[config.mk]
export PLATFORM = sky130hd
export DESIGN_NAME = ps2_key_event_rx
export DESIGN_NICKNAME = d
export VERILOG_FILES = /design/src/rtl/ps2_key_event_rx.sv
export SDC_FILE = /design/constraint.sdc
export NUM_CORES = 1
export LEC_CHECK = 0
export CAP_MARGIN = 20
export CORE_MARGIN = 1
export CORE_UTILIZATION = 60
export CTS_BUF_LIST = sky130_fd_sc_hd__clkbuf_4 sky130_fd_sc_hd__clkbuf_8 sky130_fd_sc_hd__clkbuf_16
export CTS_CLUSTER_DIAMETER = 100
export DETAILED_ROUTE_END_ITERATION = 16
export GPL_TIMING_DRIVEN = 0
export PLACE_DENSITY = 0.79
export REMOVE_ABC_BUFFERS = 1
export SETUP_SLACK_MARGIN = 0.5
export SLEW_MARGIN = 20
export SYNTH_ARGS = -nofsm -noshare
export SYNTH_HDL_FRONTEND = slang
export SYNTH_SLANG_ARGS = --single-unit
[constraint.sdc]
create_clock -name clk -period 5 [get_ports clk]
set_clock_uncertainty 0.05 [all_clocks]
set_input_delay 0.75 -clock clk [delete_from_list [all_inputs] [get_ports clk]]
set_output_delay 0.75 -clock clk [all_outputs]
set_load 0.02 [all_outputs]
[src/rtl/ps2_key_event_rx.sv]
// rtl/ps2_key_event_rx.sv - PS/2 keyboard receiver with glitch filter, prefix decoder and event FIFO
//
// Ports:
//   clk, rst_n          system clock, asynchronous active-low reset
//   ps2_clk, ps2_data   raw asynchronous PS/2 pins
//   ev_valid/ev_ready   FWFT event FIFO head handshake
//   ev_code/ev_ext/ev_break  head event: scan code, E0 prefix, release
//   fifo_level          entries currently queued
//   raw_valid/raw_byte  one-cycle pulse per good byte, last good byte
//   err_parity/err_frame/overflow  sticky error flags
//   err_clear           one-cycle pulse clearing the sticky flags
module ps2_key_event_rx #(
  parameter int FILTER_LEN     = 8,
  parameter int FIFO_DEPTH     = 8,
  parameter int TIMEOUT_CYCLES = 50000,
  parameter int LVL_W          = $clog2(FIFO_DEPTH) + 1
) (
  input  logic             clk,
  input  logic             rst_n,
  input  logic             ps2_clk,
  input  logic             ps2_data,
  output logic             ev_valid,
  input  logic             ev_ready,
  output logic [7:0]       ev_code,
  output logic             ev_ext,
  output logic             ev_break,
  output logic [LVL_W-1:0] fifo_level,
  output logic             raw_valid,
  output logic [7:0]       raw_byte,
  output logic             err_parity,
  output logic             err_frame,
  output logic             overflow,
  input  logic             err_clear
);
  localparam int PTR_W = $clog2(FIFO_DEPTH);
  localparam int FC_W  = 5;
  localparam int TO_W  = $clog2(TIMEOUT_CYCLES + 1);

  typedef enum logic [2:0] {S_IDLE, S_EXT, S_BRK, S_EXTBRK, S_PAUSE} dec_state_e;

  // Input conditioning
  logic clk_s1_q, clk_s2_q, dat_s1_q, dat_s2_q;
  logic clk_f_q, clk_f_d;
  logic [FC_W-1:0] flt_cnt_q, flt_cnt_d;
  logic fall;

  // Frame receiver
  logic [3:0]      idx_q, idx_d;
  logic [7:0]      shift_q, shift_d;
  logic            start_bad_q, start_bad_d;
  logic            par_q, par_d;
  logic [TO_W-1:0] to_q, to_d;
  logic            raw_valid_q, raw_valid_d;
  logic [7:0]      raw_byte_q, raw_byte_d;
  logic            set_par, set_frm;

  // Decoder
  dec_state_e st_q, st_d;
  logic [2:0] skip_q, skip_d;
  logic       push_q, push_d;
  logic [9:0] push_ev_q, push_ev_d;   // {ext, brk, code}

  // FIFO
  logic [9:0]       mem [FIFO_DEPTH];
  logic [PTR_W-1:0] wr_ptr_q, rd_ptr_q;
  logic [LVL_W-1:0] level_q, level_d;
  logic             pop, full, wr_en, ovf_set;

  // Sticky flags
  logic err_parity_q, err_frame_q, overflow_q;

  function automatic logic is_drop(input logic [7:0] b);
    return (b == 8'hAA) || (b == 8'hFA) || (b == 8'hEE) || (b == 8'hFE) ||
           (b == 8'hFC) || (b == 8'h00) || (b == 8'hFF);
  endfunction

  function automatic logic is_fake_shift(input logic [7:0] b);
    return (b == 8'h12) || (b == 8'h59);
  endfunction

  // Filtered clock flips only after FILTER_LEN consecutive disagreeing samples.
  always_comb begin
    clk_f_d   = clk_f_q;
    flt_cnt_d = '0;
    if (clk_s2_q != clk_f_q) begin
      if (flt_cnt_q == FC_W'(FILTER_LEN - 1)) clk_f_d = ~clk_f_q;
      else                                    flt_cnt_d = flt_cnt_q + FC_W'(1);
    end
  end

  assign fall = clk_f_q & ~clk_f_d;

  always_comb begin
    idx_d       = idx_q;
    shift_d     = shift_q;
    start_bad_d = start_bad_q;
    par_d       = par_q;
    to_d        = '0;
    raw_valid_d = 1'b0;
    raw_byte_d  = raw_byte_q;
    set_par     = 1'b0;
    set_frm     = 1'b0;
    if (fall) begin
      if (idx_q == 4'd0) begin
        start_bad_d = dat_s2_q;
        par_d       = 1'b0;
        idx_d       = 4'd1;
      end else if (idx_q <= 4'd8) begin
        shift_d = {dat_s2_q, shift_q[7:1]};
        par_d   = par_q ^ dat_s2_q;
        idx_d   = idx_q + 4'd1;
      end else if (idx_q == 4'd9) begin
        par_d = par_q ^ dat_s2_q;
        idx_d = 4'd10;
      end else begin
        idx_d = 4'd0;
        // Framing faults take priority over parity when both are wrong.
        if (start_bad_q || !dat_s2_q) begin
          set_frm = 1'b1;
        end else if (!par_q) begin
          set_par = 1'b1;
        end else begin
          raw_valid_d = 1'b1;
          raw_byte_d  = shift_q;
        end
      end
    end else if (idx_q != 4'd0) begin
      if (to_q == TO_W'(TIMEOUT_CYCLES - 1)) begin
        idx_d   = 4'd0;
        set_frm = 1'b1;
      end else begin
        to_d = to_q + TO_W'(1);
      end
    end
  end

  always_comb begin
    st_d      = st_q;
    skip_d    = skip_q;
    push_d    = 1'b0;
    push_ev_d = push_ev_q;
    if (raw_valid_q) begin
      case (st_q)
        S_IDLE: begin
          if (raw_byte_q == 8'hE0)      st_d = S_EXT;
          else if (raw_byte_q == 8'hF0) st_d = S_BRK;
          else if (raw_byte_q == 8'hE1) begin
            st_d   = S_PAUSE;
            skip_d = 3'd7;
          end else if (!is_drop(raw_byte_q)) begin
            push_d    = 1'b1;
            push_ev_d = {2'b00, raw_byte_q};
          end
        end
        S_EXT: begin
          if (raw_byte_q == 8'hF0) begin
            st_d = S_EXTBRK;
          end else begin
            st_d = S_IDLE;
            if (!is_drop(raw_byte_q) && !is_fake_shift(raw_byte_q) &&
                raw_byte_q != 8'hE0 && raw_byte_q != 8'hE1) begin
              push_d    = 1'b1;
              push_ev_d = {2'b10, raw_byte_q};
            end
          end
        end
        S_BRK: begin
          st_d      = S_IDLE;
          push_d    = 1'b1;
          push_ev_d = {2'b01, raw_byte_q};
        end
        S_EXTBRK: begin
          st_d = S_IDLE;
          if (!is_fake_shift(raw_byte_q)) begin
            push_d    = 1'b1;
            push_ev_d = {2'b11, raw_byte_q};
          end
        end
        S_PAUSE: begin
          skip_d = skip_q - 3'd1;
          if (skip_q == 3'd1) begin
            st_d      = S_IDLE;
            push_d    = 1'b1;
            push_ev_d = {2'b00, 8'hE1};
          end
        end
        default: st_d = S_IDLE;
      endcase
    end
  end

  assign ev_valid = (level_q != '0);
  assign pop      = ev_valid & ev_ready;
  assign full     = (level_q == LVL_W'(FIFO_DEPTH));
  // A pop in the same cycle frees the slot, so a full FIFO still accepts.
  assign wr_en    = push_q & (~full | pop);
  assign ovf_set  = push_q & full & ~pop;

  always_comb begin
    level_d = level_q;
    if (wr_en && !pop)      level_d = level_q + LVL_W'(1);
    else if (!wr_en && pop) level_d = level_q - LVL_W'(1);
  end

  always_ff @(posedge clk) begin
    if (wr_en) mem[wr_ptr_q] <= push_ev_q;
  end

  always_ff @(posedge clk or negedge rst_n) begin
    if (!rst_n) begin
      clk_s1_q     <= 1'b1;
      clk_s2_q     <= 1'b1;
      dat_s1_q     <= 1'b1;
      dat_s2_q     <= 1'b1;
      clk_f_q      <= 1'b1;
      flt_cnt_q    <= '0;
      idx_q        <= '0;
      shift_q      <= '0;
      start_bad_q  <= 1'b0;
      par_q        <= 1'b0;
      to_q         <= '0;
      raw_valid_q  <= 1'b0;
      raw_byte_q   <= '0;
      st_q         <= S_IDLE;
      skip_q       <= '0;
      push_q       <= 1'b0;
      push_ev_q    <= '0;
      wr_ptr_q     <= '0;
      rd_ptr_q     <= '0;
      level_q      <= '0;
      err_parity_q <= 1'b0;
      err_frame_q  <= 1'b0;
      overflow_q   <= 1'b0;
    end else begin
      clk_s1_q     <= ps2_clk;
      clk_s2_q     <= clk_s1_q;
      dat_s1_q     <= ps2_data;
      dat_s2_q     <= dat_s1_q;
      clk_f_q      <= clk_f_d;
      flt_cnt_q    <= flt_cnt_d;
      idx_q        <= idx_d;
      shift_q      <= shift_d;
      start_bad_q  <= start_bad_d;
      par_q        <= par_d;
      to_q         <= to_d;
      raw_valid_q  <= raw_valid_d;
      raw_byte_q   <= raw_byte_d;
      st_q         <= st_d;
      skip_q       <= skip_d;
      push_q       <= push_d;
      push_ev_q    <= push_ev_d;
      if (wr_en) wr_ptr_q <= wr_ptr_q + PTR_W'(1);
      if (pop)   rd_ptr_q <= rd_ptr_q + PTR_W'(1);
      level_q      <= level_d;
      // Set wins over a simultaneous clear.
      err_parity_q <= (err_parity_q & ~err_clear) | set_par;
      err_frame_q  <= (err_frame_q & ~err_clear) | set_frm;
      overflow_q   <= (overflow_q & ~err_clear) | ovf_set;
    end
  end

  // Head fields are masked while empty so the unreset memory never shows.
  assign ev_code    = ev_valid ? mem[rd_ptr_q][7:0] : 8'h00;
  assign ev_ext     = ev_valid & mem[rd_ptr_q][9];
  assign ev_break   = ev_valid & mem[rd_ptr_q][8];
  assign fifo_level = level_q;
  assign raw_valid  = raw_valid_q;
  assign raw_byte   = raw_byte_q;
  assign err_parity = err_parity_q;
  assign err_frame  = err_frame_q;
  assign overflow   = overflow_q;

endmodule

==> tab_implementation.tex <==
\begin{tabular}{lr}
\hline
Metric & Value \\
\hline
\multicolumn{2}{l}{\textbf{Run status}} \\
Outcome & finished clean \\
\multicolumn{2}{l}{\textbf{Synthesis}} \\
Share of the yosys chip area belonging to registers & 0.6439 \\
Dominant register cell in the synthesized netlist & edfxtp\_1 \\
Post-synth EDFFs & 80 \\
Post-Syn Area & 0.006810 mm\^{}2 \\
Synth Area per Inst & 14.46 um\^{}2 \\
Number of distinct library cell variants in the gate-level netlist after synthesis & 54 \\
Most area-hungry cell type in the Yosys netlist & edfxtp\_1 \\
Cell types with the highest counts after synthesis & edfxtp\_1 (80), dfrtp\_1 (74), nor2\_1 (45) \\
Number of storage elements in the synthesis netlist & 159 \\
Syn Inst Count & 471 \\
Most instantiated library cell after synthesis & edfxtp\_1 \\
Post-synth top area share & 0.3527 \\
Largest cells by area after synthesis & edfxtp\_1 (35\%), dfrtp\_1 (27\%), mux4\_2 (6.6\%) \\
Async set-reset flop share out of synthesis & 0.4969 \\
Number of warnings issued by yosys & 0 \\
\multicolumn{2}{l}{\textbf{Setup path}} \\
FF-to-FF setup slack & between 2 and 2.5 ns \\
Start of the worst register-to-register path & fifo\_level[1] \\
Required arrival time at the worst endpoint & 4.20 ns \\
Crit path launch type & flip-flop \\
Stages on the worst setup path & 4 \\
Number of buffers and inverters on the critical path & 1 \\
Endpoint kind of the worst setup timing path & output pin \\
Maximum fanout encountered on the critical timing path & 22 \\
Worst endpoint data arrival time & around 2.7 ns \\
Endpoint of the worst-slack reg-to-reg timing path & fifo\_level[3] \\
Slowest cell on the critical path & dfrtp\_2 \\
Largest stage delay on the critical path & 0.85 ns \\
Worst Reg-to-Reg Cells & 11 \\
Kind of cell adding the most delay to the critical path & flip-flops \\
Cell breakdown of the critical path & mux4\_2, mux2i\_1, nor2\_1, clkdlybuf4s50\_1 \\
Category of the most critical setup path & reg -> out \\
\multicolumn{2}{l}{\textbf{GRT}} \\
Pin count of the biggest net entering global routing & 55 \\
Global-route wire length before repair & roughly 20000 um \\
Number of antenna violations at the first check in global routing & 0 \\
GRT overflow & 0 \\
Via count of the first global-routing pass & 3990 \\
Global router's overall resource usage & 0.2272 \\
\multicolumn{2}{l}{\textbf{STA}} \\
Total Neg Setup Slack & 0 ns \\
Max-slew violation total from the final report & 0 \\
Setup repair after global routing missed its margin & false \\
Period utilization & 0.6977 \\
Final min period & 3.488 ns \\
Worst-margin pin slew & 1.073 ns \\
Worst hold slack across all endpoints & 0.1887 ns \\
Worst rel slew slack & 0.2817 \\
Number of setup violations in the final report & 0 \\
Final setup slack of the worst path & 1.512 ns \\
Fmax & 0.2867 GHz \\
Number of failing hold endpoints at the final stage & 0 \\
\multicolumn{2}{l}{\textbf{Power}} \\
Max IR drop VDD & 0.0003212 V \\
Areal power density over the cells & 351.7 mW/mm\^{}2 \\
Tot Pwr & 2.777 mW \\
Static leakage power & 3.334 nW \\
\multicolumn{2}{l}{\textbf{Place}} \\
Post-DP Area & 0.007284 mm\^{}2 \\
Global placement routability congestion & 0.7473 \\
Dpl cells & 632 \\
Setup WS pre-CTS & 1.837 ns \\
Post-detail-place hpwl & 7534 um \\
Number of input and output port buffers inserted & 32 \\
\multicolumn{2}{l}{\textbf{Die}} \\
DIE HEIGHT & 108.5 um \\
DIE WIDTH & between 100 and 150 um \\
I/O pins & 33 \\
Placeable Area & 0.01094 mm\^{}2 \\
Starting density of the core & 0.6228 \\
Placement row count & 38 \\
Die area & between 0.01 and 0.015 mm\^{}2 \\
\multicolumn{2}{l}{\textbf{Routing}} \\
Drt first pass iters & 4 \\
Number of violations reported at the end of detailed-routing iteration 0 & 141 \\
Number of design rule violations left after detail routing & 0 \\
Via total after detailed routing & approximately 4000 \\
Drt via density & about 5.9 \\
Sum of routed wire length over all layers & between 10000 and 15000 um \\
Antenna violation net count after detailed routing & 0 \\
Wire length per cell & 17.98 um \\
\multicolumn{2}{l}{\textbf{Final layout}} \\
Share of final-layout standard cells stronger than drive strength 1 & 0.1816 \\
Final standard cell utilization of the core & 0.7219 \\
Final instance area & approximately 0.008 mm\^{}2 \\
Count of antenna diodes in the layout & 0 \\
Post-layout nets & 530 \\
Final instance count without filler cells & $\sim$660 \\
Layout overhead on the synthesized area & 15.91\% \\
\multicolumn{2}{l}{\textbf{CTS}} \\
Number of buffers on the longest clock path & 2 \\
Post-CTS clock slew at the launch and capture registers of the worst setup and hold paths & 0.06 ns \\
Post-cts sizing count & 0 \\
Number of clock buffers inserted by TritonCTS & 17 \\
Total of hold buffers inserted after clock tree synthesis & 0 \\
Insertion delay of the later-clocked pin in the worst-skew pair & about 0.42 ns \\
Clock sinks & 159 \\
CTS H-tree lvls & 4 \\
CTS tree & done \\
Root cell of the clock tree & clkbuf\_16 \\
Total setup buffers inserted after CTS & 0 \\
\multicolumn{2}{l}{\textbf{Job}} \\
\# Max-Cap Violations & 0 \\
\multicolumn{2}{l}{\textbf{Worst hold path}} \\
Worst hold path type & in -> async \\
\hline
\end{tabular}
-- cells in the final DEF (no fill, tap or decap), types with 3 or more instances in the layout --
cell,instances
edfxtp_1,80
dfrtp_1,73
nor2_1,45
clkdlybuf4s50_1,31
inv_1,22
mux2_2,21
nand2_1,21
mux4_2,20
xnor2_1,17
clkbuf_16,17
mux2i_1,15
nand3_1,15
ha_1,12
a21oi_1,10
nand2b_1,10
xor2_1,8
o21ai_0,8
and3_1,7
nand4_1,7
nor3_1,6
a21o_1,5
dfstp_2,5
clkinv_2,5
bufinv_16,4
o22ai_1,3
nor4_1,3
o21a_1,3
mux2_4,3
buf_4,3
-- cells by family (layout without fill, tap and decap cells) --
kind of cell / Yosys count / after routing / share of synthesized area
flip-flops: 159 / 159 / 0.6439
AO/OA/AOI/OAI: 39 / 39 / 0.03858
multiplexers: 60 / 60 / 0.1312
adder cells (fa/ha/maj): 14 / 14 / 0.02664
XOR/XNOR: 25 / 25 / 0.03215
buffers and inverters: 38 / 90 / 0.02498
AND/OR/NAND/NOR: 136 / 136 / 0.1025
-- layer usage --
layer | routed length, um | up-vias | track usage
met3 | 542 | 21 | 0.04641
met4 | 180 | 0 | 0.09073
met5 | 0 | - | 0
met2 | 6281 | 109 | 0.3910
met1 | 4913 | 1944 | 0.2818
li1 | - | 1817 | -
-- layout make-up --
cell class | instances | area, um^2
Timing Repair Buffer | 36 | 365.4
Tap cell | 140 | 175.2
Clock inverter | 12 | 168.9
Fill cell | 691 | 3042
Sequential cell | 159 | 4387
Multi-Input combinational cell | 274 | 2271
Inverter | 23 | 86.33
Clock buffer | 19 | 440.4
-- registers in the layout (all words and copies together) (netlist names), 3 cells and up --
name / flops
flt_cnt_q: 5
idx_q: 4
st_q: 3
to_q: 16
skip_q: 3
rd_ptr_q: 3
wr_ptr_q: 3
fifo_level: 4
raw_byte: 8
shift_q: 8
push_ev_q: 10
mem: 80
-- how the worst max path moves through the flow --
stage                               end  slack, ns          start
after global routing         ev_code[1]       1.32    rd_ptr_q[0]
after detailed placement  fifo_level[3]       1.84       ev_ready
final                        ev_code[1]       1.51    rd_ptr_q[0]
after floorplan           fifo_level[3]       1.62  fifo_level[0]
after CTS                    ev_code[7]       1.46    rd_ptr_q[0]
after global placement        skip_q[2]       0.50          rst_n
-- power breakdown --
| group | internal [mW] | switching, mW | leakage [nW] |
|---|---|---|---|
| Clock | 0.839 | 0.486 | 0.299 |
| Combinational | 0.0230 | 0.0301 | 1.02 |
| Sequential | 1.39 | 0.0134 | 2.01 |
(Power assumes the default switching activity.)
==> edit, RTL diff (config.mk and constraints unchanged) <==
`FIFO_DEPTH`: 8 -> 4.
--- a/src/rtl/ps2_key_event_rx.sv
+++ b/src/rtl/ps2_key_event_rx.sv
@@ -12,5 +12,5 @@
 module ps2_key_event_rx #(
   parameter int FILTER_LEN     = 8,
-  parameter int FIFO_DEPTH     = 8,
+  parameter int FIFO_DEPTH     = 4,
   parameter int TIMEOUT_CYCLES = 50000,
   parameter int LVL_W          = $clog2(FIFO_DEPTH) + 1
Interface: changed (resized fifo_level); port bits go from 33 to 32. No check against the original RTL was run, so the function may have changed too.
==> edit against the unedited design <==
  * Critical path depth shrank 1
  * Utilization grew 2.5 points
  * Setup slack gained 0.068 ns
  * Wire length shrank 22%
  * Sequential cell count shrank 43
  * Global-route usage grew 0.94 points
  * Area after synthesis shrank 24%
  * Cell area shrank 22%
  * Via count shrank 17%
  * Critical endpoint is now ev_code[7]
Power is not compared: it rests on default switching activity, and its combinational part moved more than twofold at a synthesized area within 25%.
==> edit: results (changes against the unedited design) <==
metric	value	unit	change
asr flop ratio synth	0.655		+0.158
drt pass-1 iters	5		+1
run status	finished, final reports clean		
Post-synth top flop	dfrtp_1		
FF-to-FF End	fifo_level[1]		
CTS sink count	116		-27%
first-iteration detailed-routing DRC count	192		+36%
post-synthesis cell type count	59		+9.3%
placed inst area	5590	um2	-23%
clock buffers	21		+2
dpl ws	1.91	ns	+0.0765 ns
Reg2Reg Setup Slack	2.57	ns	+0.31 ns
vias per cell	5.76		-1.9%
Clock Latency Late Sink	0.52	ns	+0.10 ns
FF+latch area	3110	um2	-29%
Layout clock area frac	0.0978		+0.0206
# fillers	513		-26%
Worst path max stage delay	0.78	ns	-0.07 ns
FF-to-FF path depth	6		-5
cell at the slowest stage of the critical path	dfrtp_1		
synth top area cells	dfrtp_1 34%, edfxtp_1 23%, mux4_2 4.3%, mux2_2 4.1%, ha_1 2.9%		
buffer share of cell area	0.0541		+0.00785
Reg2Reg Launch Point	fifo_level[0]		
wire per inst	16.7	um	-7.1%
DPL Wire Length	6130	um	-19%
first-pass GRT wire length	15600	um	-21%
# nets final	459		-13%
edit: cell count changes after synthesis, sizes merged, moves of 4 or more:
| cell | before | now |
|---|---|---|
| nor2 | 45 | 33 |
| mux2 | 25 | 19 |
| o21ai | 8 | 12 |
| nand2b | 10 | 3 |
| or2 | 0 | 5 |
| mux2i | 15 | 0 |
| nand2 | 21 | 14 |
| xnor2 | 17 | 11 |
| a22o | 0 | 4 |
| xor2 | 8 | 14 |
| and2 | 2 | 15 |
| mux4 | 20 | 10 |
| edfxtp | 80 | 40 |
edit: power breakdown:
| part | total (mW) | internal [mW] | switching (mW) |
|---|---|---|---|
| Clock | 1.21 | 0.786 | 0.420 |
| Sequential | 1.07 | 1.03 | 0.0450 |
| Combinational | 0.176 | 0.0717 | 0.105 |
edit: worst max-delay path by stage:
stage                  start             to  slack, ns  cells past startpoint
4_1_cts          rd_ptr_q[0]     ev_code[7]       1.51                      3
2_1_floorplan  fifo_level[1]  fifo_level[2]       2.67                      8
3_5_place_dp        ev_ready  fifo_level[1]       1.91                      7
3_3_place_gp           rst_n  fifo_level[0]       0.59                      1
5_1_grt          rd_ptr_q[0]     ev_code[7]       1.44                      3
6_report         rd_ptr_q[0]     ev_code[7]       1.58                      3
edit: per-stage QoR:
stage	util	instances
global placement	0.670	525
detailed placement	0.673	526
finish	0.746	558
global route	0.746	558
CTS	0.746	558
floorplan	-	389
edit: routing by layer:
| layer | GRT usage | vias up | part of all wire |
|---|---|---|---|
| met5 | 0 | - | 0 |
| met4 | 0.106 | 0 | 0.012 |
| met3 | 0.0652 | 11 | 0.031 |
| met2 | 0.394 | 59 | 0.52 |
| met1 | 0.288 | 1592 | 0.44 |
| li1 | - | 1550 | - |
